$ cat src/rtl/multicycle_control_if.sv
// Control bundle between the multi-cycle MIPS controller and its datapath/memory.
// The controller drives the master side; datapath and memory sit on the slave side.
interface multicycle_control_if #(
    parameter int ALUOP_W = 4
);
    logic [5:0]         Opcode;
    logic [5:0]         Funct;
    logic               Zero;
    logic               MemReady;
    logic               MemReq;
    logic               MemWe;
    logic               IorD;
    logic               IRWrite;
    logic               PCWrite;
    logic [1:0]         PCSrc;
    logic [1:0]         ALUSrcA;
    logic [1:0]         ALUSrcB;
    logic               ExtFormat;
    logic [ALUOP_W-1:0] ALUOp;
    logic               RegDst;
    logic               Jal;
    logic               MemtoReg;
    logic               RegWrite;
    logic               Trap;
    logic [1:0]         TrapCause;
    logic [2:0]         State;

    modport master (
        input  Opcode, Funct, Zero, MemReady,
        output MemReq, MemWe, IorD, IRWrite, PCWrite, PCSrc, ALUSrcA, ALUSrcB,
               ExtFormat, ALUOp, RegDst, Jal, MemtoReg, RegWrite, Trap, TrapCause, State
    );

    modport slave (
        output Opcode, Funct, Zero, MemReady,
        input  MemReq, MemWe, IorD, IRWrite, PCWrite, PCSrc, ALUSrcA, ALUSrcB,
               ExtFormat, ALUOp, RegDst, Jal, MemtoReg, RegWrite, Trap, TrapCause, State
    );
endinterface

$ cat src/rtl/multicycle_control.sv
// Multi-cycle MIPS control FSM: FETCH/DECODE/EXEC/MEM/WB/BRANCH/JUMP with
// illegal-instruction and memory-timeout trapping into a sticky TRAP state.
module multicycle_control #(
    parameter int ALUOP_W    = 4,
    parameter int WAIT_LIMIT = 15
) (
    input logic                 Clk,
    input logic                 Reset_n,
    multicycle_control_if.master bus
);
    typedef enum logic [2:0] {
        FETCH  = 3'd0,
        DECODE = 3'd1,
        EXEC   = 3'd2,
        MEM    = 3'd3,
        WB     = 3'd4,
        BRANCH = 3'd5,
        JUMP   = 3'd6,
        TRAP   = 3'd7
    } state_t;

    localparam logic [5:0] OP_RTYPE = 6'h00, OP_J    = 6'h02, OP_JAL  = 6'h03,
                           OP_BEQ   = 6'h04, OP_BNE  = 6'h05, OP_ADDI = 6'h08,
                           OP_SLTI  = 6'h0A, OP_ANDI = 6'h0C, OP_ORI  = 6'h0D,
                           OP_XORI  = 6'h0E, OP_LUI  = 6'h0F, OP_LW   = 6'h23,
                           OP_SW    = 6'h2B;
    localparam logic [5:0] FN_SLL = 6'h00, FN_SRL = 6'h02, FN_SRA = 6'h03,
                           FN_JR  = 6'h08, FN_ADD = 6'h20, FN_SUB = 6'h22,
                           FN_AND = 6'h24, FN_OR  = 6'h25, FN_XOR = 6'h26,
                           FN_SLT = 6'h2A;
    localparam logic [3:0] ALU_AND = 4'h0, ALU_OR  = 4'h1, ALU_ADD = 4'h2,
                           ALU_XOR = 4'h3, ALU_SLL = 4'h4, ALU_SRL = 4'h5,
                           ALU_SUB = 4'h6, ALU_SLT = 4'h7, ALU_LUI = 4'h8,
                           ALU_SRA = 4'h9;
    localparam logic [1:0] CAUSE_ILLEGAL = 2'd1, CAUSE_TIMEOUT = 2'd2;
    localparam int CNT_W = (WAIT_LIMIT < 1) ? 1 : $clog2(WAIT_LIMIT + 1);

    state_t           state_q, state_d;
    logic [1:0]       cause_q, cause_d;
    logic [CNT_W-1:0] wait_q, wait_d;

    logic is_rtype, is_lw, is_sw, is_beq, is_bne, is_jal, is_jr, is_jump, is_shift;
    logic exec_legal, sign_ext, timeout;
    logic [3:0] exec_op;

    logic       mem_req, mem_we, iord, ir_write, pc_write, ext_format;
    logic       reg_dst, jal, memtoreg, reg_write, trap;
    logic [1:0] pc_src, alu_src_a, alu_src_b;
    logic [3:0] alu_op;

    always_comb begin
        is_rtype = (bus.Opcode == OP_RTYPE);
        is_lw    = (bus.Opcode == OP_LW);
        is_sw    = (bus.Opcode == OP_SW);
        is_beq   = (bus.Opcode == OP_BEQ);
        is_bne   = (bus.Opcode == OP_BNE);
        is_jal   = (bus.Opcode == OP_JAL);
        is_jr    = is_rtype && (bus.Funct == FN_JR);
        is_jump  = (bus.Opcode == OP_J) || is_jal || is_jr;
        is_shift = is_rtype && (bus.Funct == FN_SLL || bus.Funct == FN_SRL || bus.Funct == FN_SRA);
        sign_ext = (bus.Opcode == OP_ADDI) || (bus.Opcode == OP_SLTI) || is_lw || is_sw;
        exec_legal = 1'b1;
        exec_op    = ALU_ADD;
        case (bus.Opcode)
            OP_RTYPE: begin
                case (bus.Funct)
                    FN_ADD:  exec_op = ALU_ADD;
                    FN_SUB:  exec_op = ALU_SUB;
                    FN_AND:  exec_op = ALU_AND;
                    FN_OR:   exec_op = ALU_OR;
                    FN_XOR:  exec_op = ALU_XOR;
                    FN_SLT:  exec_op = ALU_SLT;
                    FN_SLL:  exec_op = ALU_SLL;
                    FN_SRL:  exec_op = ALU_SRL;
                    FN_SRA:  exec_op = ALU_SRA;
                    default: exec_legal = 1'b0;
                endcase
            end
            OP_ADDI:     exec_op = ALU_ADD;
            OP_SLTI:     exec_op = ALU_SLT;
            OP_ANDI:     exec_op = ALU_AND;
            OP_ORI:      exec_op = ALU_OR;
            OP_XORI:     exec_op = ALU_XOR;
            OP_LUI:      exec_op = ALU_LUI;
            OP_LW, OP_SW: exec_op = ALU_ADD;
            default:     exec_legal = 1'b0;
        endcase
    end

    // Counter holds the number of MemReady-low cycles already spent on this request.
    assign timeout = (WAIT_LIMIT != 0) && (wait_q == CNT_W'(WAIT_LIMIT));

    // Handshake: MemReq is held high until a cycle with MemReady=1, which
    // completes the access; MemReady is ignored whenever MemReq is low.
    always_comb begin
        state_d    = state_q;
        cause_d    = cause_q;
        mem_req    = 1'b0;
        mem_we     = 1'b0;
        iord       = 1'b0;
        ir_write   = 1'b0;
        pc_write   = 1'b0;
        pc_src     = 2'd0;
        alu_src_a  = 2'd0;
        alu_src_b  = 2'd0;
        ext_format = 1'b0;
        alu_op     = ALU_ADD;
        reg_dst    = 1'b0;
        jal        = 1'b0;
        memtoreg   = 1'b0;
        reg_write  = 1'b0;
        trap       = 1'b0;
        if (Reset_n) begin
            case (state_q)
                FETCH: begin
                    mem_req   = 1'b1;
                    alu_src_b = 2'd1;
                    if (bus.MemReady) begin
                        ir_write = 1'b1;
                        pc_write = 1'b1;
                        state_d  = DECODE;
                    end else if (timeout) begin
                        state_d = TRAP;
                        cause_d = CAUSE_TIMEOUT;
                    end
                end
                DECODE: begin
                    alu_src_b  = 2'd3;
                    ext_format = 1'b1;
                    if (is_beq || is_bne)  state_d = BRANCH;
                    else if (is_jump)      state_d = JUMP;
                    else if (exec_legal)   state_d = EXEC;
                    else begin
                        state_d = TRAP;
                        cause_d = CAUSE_ILLEGAL;
                    end
                end
                EXEC: begin
                    alu_src_a  = is_shift ? 2'd2 : 2'd1;
                    alu_src_b  = is_rtype ? 2'd0 : 2'd2;
                    ext_format = sign_ext;
                    alu_op     = exec_op;
                    state_d    = (is_lw || is_sw) ? MEM : WB;
                end
                MEM: begin
                    mem_req = 1'b1;
                    iord    = 1'b1;
                    mem_we  = is_sw;
                    if (bus.MemReady) begin
                        state_d = is_lw ? WB : FETCH;
                    end else if (timeout) begin
                        state_d = TRAP;
                        cause_d = CAUSE_TIMEOUT;
                    end
                end
                WB: begin
                    reg_write = 1'b1;
                    reg_dst   = !is_rtype;
                    memtoreg  = is_lw;
                    state_d   = FETCH;
                end
                BRANCH: begin
                    alu_src_a = 2'd1;
                    alu_src_b = 2'd0;
                    alu_op    = ALU_SUB;
                    pc_src    = 2'd1;
                    pc_write  = (is_beq && bus.Zero) || (is_bne && !bus.Zero);
                    state_d   = FETCH;
                end
                JUMP: begin
                    pc_write  = 1'b1;
                    pc_src    = is_jr ? 2'd2 : 2'd3;
                    jal       = is_jal;
                    reg_write = is_jal;
                    state_d   = FETCH;
                end
                default: trap = 1'b1;
            endcase
        end
        wait_d = (mem_req && !bus.MemReady && state_d == state_q) ? wait_q + CNT_W'(1) : '0;
    end

    always_ff @(posedge Clk or negedge Reset_n) begin
        if (!Reset_n) begin
            state_q <= FETCH;
            cause_q <= 2'd0;
            wait_q  <= '0;
        end else begin
            state_q <= state_d;
            cause_q <= cause_d;
            wait_q  <= wait_d;
        end
    end

    assign bus.MemReq    = mem_req;
    assign bus.MemWe     = mem_we;
    assign bus.IorD      = iord;
    assign bus.IRWrite   = ir_write;
    assign bus.PCWrite   = pc_write;
    assign bus.PCSrc     = pc_src;
    assign bus.ALUSrcA   = alu_src_a;
    assign bus.ALUSrcB   = alu_src_b;
    assign bus.ExtFormat = ext_format;
    assign bus.ALUOp     = ALUOP_W'(alu_op);
    assign bus.RegDst    = reg_dst;
    assign bus.Jal       = jal;
    assign bus.MemtoReg  = memtoreg;
    assign bus.RegWrite  = reg_write;
    assign bus.Trap      = trap;
    assign bus.TrapCause = cause_q;
    assign bus.State     = state_q;
endmodule

$ cat src/flat_wrapper.sv
// flat-port wrapper written by rule: the top's interface ports become plain ports
module multicycle_control_flat 
#(
    parameter int ALUOP_W    = 4,
    parameter int WAIT_LIMIT = 15
)
  (Clk, Reset_n, bus_Opcode, bus_Funct, bus_Zero, bus_MemReady, bus_MemReq, bus_MemWe, bus_IorD, bus_IRWrite, bus_PCWrite, bus_PCSrc, bus_ALUSrcA, bus_ALUSrcB, bus_ExtFormat, bus_ALUOp, bus_RegDst, bus_Jal, bus_MemtoReg, bus_RegWrite, bus_Trap, bus_TrapCause, bus_State);
  multicycle_control_if #(.ALUOP_W(ALUOP_W)) bus_i ();
  input logic Clk;
  input logic Reset_n;
  input wire logic [$bits(bus_i.Opcode)-1:0] bus_Opcode;
  input wire logic [$bits(bus_i.Funct)-1:0] bus_Funct;
  input wire logic [$bits(bus_i.Zero)-1:0] bus_Zero;
  input wire logic [$bits(bus_i.MemReady)-1:0] bus_MemReady;
  output wire logic [$bits(bus_i.MemReq)-1:0] bus_MemReq;
  output wire logic [$bits(bus_i.MemWe)-1:0] bus_MemWe;
  output wire logic [$bits(bus_i.IorD)-1:0] bus_IorD;
  output wire logic [$bits(bus_i.IRWrite)-1:0] bus_IRWrite;
  output wire logic [$bits(bus_i.PCWrite)-1:0] bus_PCWrite;
  output wire logic [$bits(bus_i.PCSrc)-1:0] bus_PCSrc;
  output wire logic [$bits(bus_i.ALUSrcA)-1:0] bus_ALUSrcA;
  output wire logic [$bits(bus_i.ALUSrcB)-1:0] bus_ALUSrcB;
  output wire logic [$bits(bus_i.ExtFormat)-1:0] bus_ExtFormat;
  output wire logic [$bits(bus_i.ALUOp)-1:0] bus_ALUOp;
  output wire logic [$bits(bus_i.RegDst)-1:0] bus_RegDst;
  output wire logic [$bits(bus_i.Jal)-1:0] bus_Jal;
  output wire logic [$bits(bus_i.MemtoReg)-1:0] bus_MemtoReg;
  output wire logic [$bits(bus_i.RegWrite)-1:0] bus_RegWrite;
  output wire logic [$bits(bus_i.Trap)-1:0] bus_Trap;
  output wire logic [$bits(bus_i.TrapCause)-1:0] bus_TrapCause;
  output wire logic [$bits(bus_i.State)-1:0] bus_State;
  assign bus_i.Opcode = bus_Opcode;
  assign bus_i.Funct = bus_Funct;
  assign bus_i.Zero = bus_Zero;
  assign bus_i.MemReady = bus_MemReady;
  assign bus_MemReq = bus_i.MemReq;
  assign bus_MemWe = bus_i.MemWe;
  assign bus_IorD = bus_i.IorD;
  assign bus_IRWrite = bus_i.IRWrite;
  assign bus_PCWrite = bus_i.PCWrite;
  assign bus_PCSrc = bus_i.PCSrc;
  assign bus_ALUSrcA = bus_i.ALUSrcA;
  assign bus_ALUSrcB = bus_i.ALUSrcB;
  assign bus_ExtFormat = bus_i.ExtFormat;
  assign bus_ALUOp = bus_i.ALUOp;
  assign bus_RegDst = bus_i.RegDst;
  assign bus_Jal = bus_i.Jal;
  assign bus_MemtoReg = bus_i.MemtoReg;
  assign bus_RegWrite = bus_i.RegWrite;
  assign bus_Trap = bus_i.Trap;
  assign bus_TrapCause = bus_i.TrapCause;
  assign bus_State = bus_i.State;
  multicycle_control #(.ALUOP_W(ALUOP_W), .WAIT_LIMIT(WAIT_LIMIT)) u_core (.Clk(Clk), .Reset_n(Reset_n), .bus(bus_i));
endmodule
$ cat config.mk
export PLATFORM = sky130hd
export DESIGN_NAME = multicycle_control_flat
export DESIGN_NICKNAME = d
export VERILOG_FILES = /design/src/rtl/multicycle_control_if.sv /design/src/rtl/multicycle_control.sv /design/src/flat_wrapper.sv
export SDC_FILE = /design/constraint.sdc
export NUM_CORES = 1
export LEC_CHECK = 0
export CAP_MARGIN = 10
export CORE_UTILIZATION = 45
export CTS_CLUSTER_DIAMETER = 50
export DETAILED_ROUTE_END_ITERATION = 10
export MAX_ROUTING_LAYER = met4
export PLACE_DENSITY_LB_ADDON = 0.1
export SLEW_MARGIN = 20
export SYNTH_ARGS = -nofsm -noshare
export SYNTH_HDL_FRONTEND = slang
export SYNTH_SLANG_ARGS = --single-unit
$ cat constraint.sdc
create_clock -name Clk -period 3.8 [get_ports Clk]
set_clock_uncertainty 0.15 [all_clocks]
set_input_delay 0.95 -clock Clk [delete_from_list [all_inputs] [get_ports Clk]]
set_output_delay 0.95 -clock Clk [all_outputs]
set_load 0.01 [all_outputs]
==> metrics.md <==
| Metric | Value |
|---|---|
| Share of layout cells above drive strength 1 | approximately a quarter |
| Clock Tree Buf Depth | 2 |
| Vias in the first global route | roughly 1400 |
| Status | finished, final reports clean |
| CP required | ~2.7 ns |
| Post-CTS Hold Buffers | 0 |
| Crit-path max FO | 4 |
| Cells along the critical path | buf_6 -> or4_4 -> buf_4 -> nor3_4 -> o21ai_0 -> and2_1 -> clkdlybuf4s50_1 |
| Die W | around 54 um |
| Synth cell types | between 50 and 60 |
| Largest net degree at the start of global routing | 17 |
| Number of synthesis warnings | 0 |
| Layout Nets | 249 |
| Fin. max-slew vios | 0 |
| Max VDD drop | ~0.28 mV |
| Clk Latency, worst-skew pair | around 0.28 ns |
| Antenna-violating nets left | 0 |
| RSZ-0062 raised after global routing | yes |
| Chip height | between 50 and 60 um |
| Power density cells | roughly 270 nW/um^2 |
| DRT iter0 DRCs | 100 |
| Number of synthesized flops with an enable pin | 0 |
| Port Buffer Count | 41 |
| CTS tree | built |
| Post-route DRC violation count | 0 |
| Reg2reg setup slack | between 1.5 and 2 ns |
| Pint | ~0.28 mW |
| Gate power share | a little under three fifths |
| First-pass GRT wire length | approximately 6.3 mm |
| Syn avg cell area | 7.130 um^2 |
| Worst path slowest cell | or4_4 |
| WP data arrival | 2.64 ns |
| Initial antenna violation count | 0 |
| Final Util | between 70% and 80% |
| GRT Resource Usage Total | between 30% and 40% |
| Root Driver | clkbuf_4 |
| Final period utilization | between 90% and 100% |
| Final hold violation count | 0 |
| Synth-to-layout area growth | 54.62% |
| DR vias | approximately 1500 |
| Tmin final | about 3.7 ns |
| Cell Rows | 18 |
| Ys async rst share | 100.0% |
| Critical path type | input pin to output pin |
| Highest Clock Rate | 267.1 MHz |
| Fill cells | around 200 |
| TritonCTS Buffers | 3 |
| Post-synthesis instance area | 1205 um^2 |
| H-tree Lvls | 1 |
| CP Buf/Inv Count | 3 |
| Final WL | about 4.0 mm |
| Antenna cells | 0 |
| Number of register bits inferred by synthesis | 9 |
| Maxcap violations | 0 |
| Worst path max stage delay | approximately 0.53 ns |
| CP Launch Type | input pin |
| I/O Pins | 42 |
| Routed wire per std cell | about 15 um |
| Setup violation total in the final timing report | 0 |
| Net Switching | approximately 0.22 mW |
| Slew @ Worst Pin | 0.5800 ns |
| Die ar. | 2889 um^2 |
| Setup crit end kind | output pin |
| Tightest Hold Check Type | flop to flop |
| Sequential share of power | approximately 28% |
| Starting Density | between 40% and 50% |
| Total grt overflow | 0 |
| Slew HR | between 60 and 70% |
| Post-synthesis sequential area ratio | between 10% and 20% |
| Switching Fraction | between 40 and 50% |
| Vias/cell | between 5 and 6 |
| Core region area | approximately 2500 um^2 |
| Syn Inst Count | around 170 |
| CTS sink cnt | 9 |
| Post-synth net total | roughly 190 |
| TNS Setup | 0 ns |
| Leak | about 0.77 nW |
| Clock power share | roughly 16% |
| Pre-Repair DR Iteration Count | 5 |
| Post-DP HPWL | 3.063 mm |
| Clock transition at path regs | approximately 0.060 ns |
| Top delay family on crit path | simple AND/OR/NAND/NOR gates |
| Gpl congestion | 0.8960 |
| Main flop type after synthesis | dfrtp_1 |
[kinds of logic after synthesis]
group / Yosys count / share of synthesized area (%)
adder cells (fa/ha/maj): 1 / 1.038
AND/OR/NAND/NOR: 87 / 39.46
flip-flops: 9 / 18.69
XOR/XNOR: 4 / 2.908
multiplexers: 3 / 2.596
AO/OA/AOI/OAI: 45 / 27.83
buffers and inverters: 20 / 7.477
[worst reg2reg max path: cells and delay by family, from the launching register on]
| kind | cells | cell delay (ns) |
|---|---|---|
| compound gates | 2 | 0.56 |
| buf+inv | 1 | 0.20 |
| flops | 1 | 0.57 |
| simple gates | 2 | 0.50 |
[Yosys cell counts, drive strengths merged, types with 2 or more instances]
library cell / number / area share (%)
nand2b: 8 / 4.2
nor3: 10 / 4.2
a21oi: 10 / 4.2
nand3: 3 / 1.2
a211oi: 2 / 1.2
inv: 5 / 1.6
a211o: 3 / 2.2
a21boi: 2 / 1.2
mux2i: 2 / 1.7
o21ai: 7 / 2.9
or3: 5 / 2.6
nor4: 2 / 1.0
dfrtp: 9 / 19
nand4: 4 / 2.1
o21bai: 2 / 1.2
a2111oi: 2 / 2.0
a21o: 3 / 2.0
o31ai: 3 / 1.9
clkbuf: 13 / 4.1
buf: 2 / 1.9
xnor2: 3 / 2.2
nand2: 11 / 3.4
or2: 3 / 1.6
nand4b: 2 / 1.5
nor2: 23 / 7.2
nor2b: 6 / 3.1
[flip-flops by register name, summed over array words and instances (netlist names)]
signal	count
u_core.wait_q	4
u_core.bus.State	3
u_core.bus.TrapCause	2
[stage by stage]
| stage | setup WS [ns] | power (mW) | hold slack [ns] | cells | cell area (um^2) |
|---|---|---|---|---|---|
| finish | 0.05669 | 0.4988 | 0.3192 | 261 | 1863 |
| global route | -0.009655 | 0.5301 | 0.3320 | 261 | 1863 |
| CTS | -0.01537 | 0.4928 | 0.3161 | 261 | 1843 |
| detailed placement | -0.6517 | 0.4142 | 0.3068 | 254 | 1799 |
| global placement | -0.6363 | 0.4038 | 0.3000 | 254 | 1799 |
| floorplan | 0.1013 | 0.2774 | 0.2809 | 169 | 1205 |
[power groups by stage]
stage	clock (mW)	combinational [mW]	sequential, mW
2_1_floorplan	0	0.148	0.129
4_1_cts	0.0829	0.271	0.139
3_5_place_dp	0	0.274	0.140
5_1_grt	0.0875	0.298	0.144
6_report	0.0802	0.278	0.141
3_3_place_gp	0	0.265	0.138
[final timing paths]
path | from | endpoint | depth (start not counted)
worst max-delay path | bus_Opcode[4] | bus_ALUSrcB[1] | 7
worst min-delay path | u_core.wait_q[0]$_DFF_PN0_ | u_core.wait_q[0]$_DFF_PN0_ | 1
worst max register to register | u_core.bus.State[2]$_DFF_PN0_ | u_core.wait_q[1]$_DFF_PN0_ | 5
worst min register to register | u_core.wait_q[0]$_DFF_PN0_ | u_core.wait_q[0]$_DFF_PN0_ | 1
max in group asynchronous | Reset_n | u_core.wait_q[3]$_DFF_PN0_ | 2
min in group asynchronous | Reset_n | u_core.bus.State[1]$_DFF_PN0_ | 2
[cell type report]
class	count	area (um^2)	area share, %
Timing Repair Buffer	73	636.9	34.18
Multi-Input combinational cell	140	918.4	49.29
Tap cell	30	37.54	2.015
Clock buffer	4	26.28	1.410
Inverter	5	18.77	1.007
Sequential cell	9	225.2	12.09
[layer usage]
| metal | global-route usage (%) | vias up | routed length, um |
|---|---|---|---|
| met5 | - | - | 0 |
| met2 | 48.97 | 69 | 1992 |
| met4 | 12.72 | 0 | 54 |
| li1 | - | 746 | - |
| met3 | 5.367 | 6 | 252 |
| met1 | 38.03 | 717 | 1673 |
[cells in the final DEF, fill, tap and decap left out, types with 2 or more instances in the layout]
cell / netlist / final
inv_1: 5 / 5
nand4_1: 4 / 4
xnor2_1: 3 / 3
dlymetal6s2s_1: 0 / 2
clkbuf_4: 0 / 3
a21oi_1: 10 / 10
dfrtp_1: 9 / 9
mux2i_1: 2 / 2
clkdlybuf4s15_1: 0 / 4
o21bai_1: 2 / 2
o31ai_1: 3 / 3
nor4_1: 2 / 2
a211oi_1: 2 / 2
nand4b_1: 2 / 2
a211o_1: 3 / 3
buf_4: 0 / 31
dlygate4sd2_1: 0 / 7
nand2_1: 11 / 10
o21ai_0: 7 / 7
nor2b_1: 6 / 5
or3_1: 5 / 5
buf_6: 2 / 2
nand3_1: 3 / 3
nor3_2: 0 / 2
buf_2: 0 / 3
clkdlybuf4s50_1: 0 / 24
nor2_1: 23 / 23
nand2b_1: 8 / 8
nor3_1: 10 / 7
a21o_1: 2 / 2
[repair_timing]
item,CTS,global route
resized for setup,36,6
pin swaps,7,1
buffers inserted,3,0
setup endpoints to repair,15,6
(Power assumes the default switching activity.)
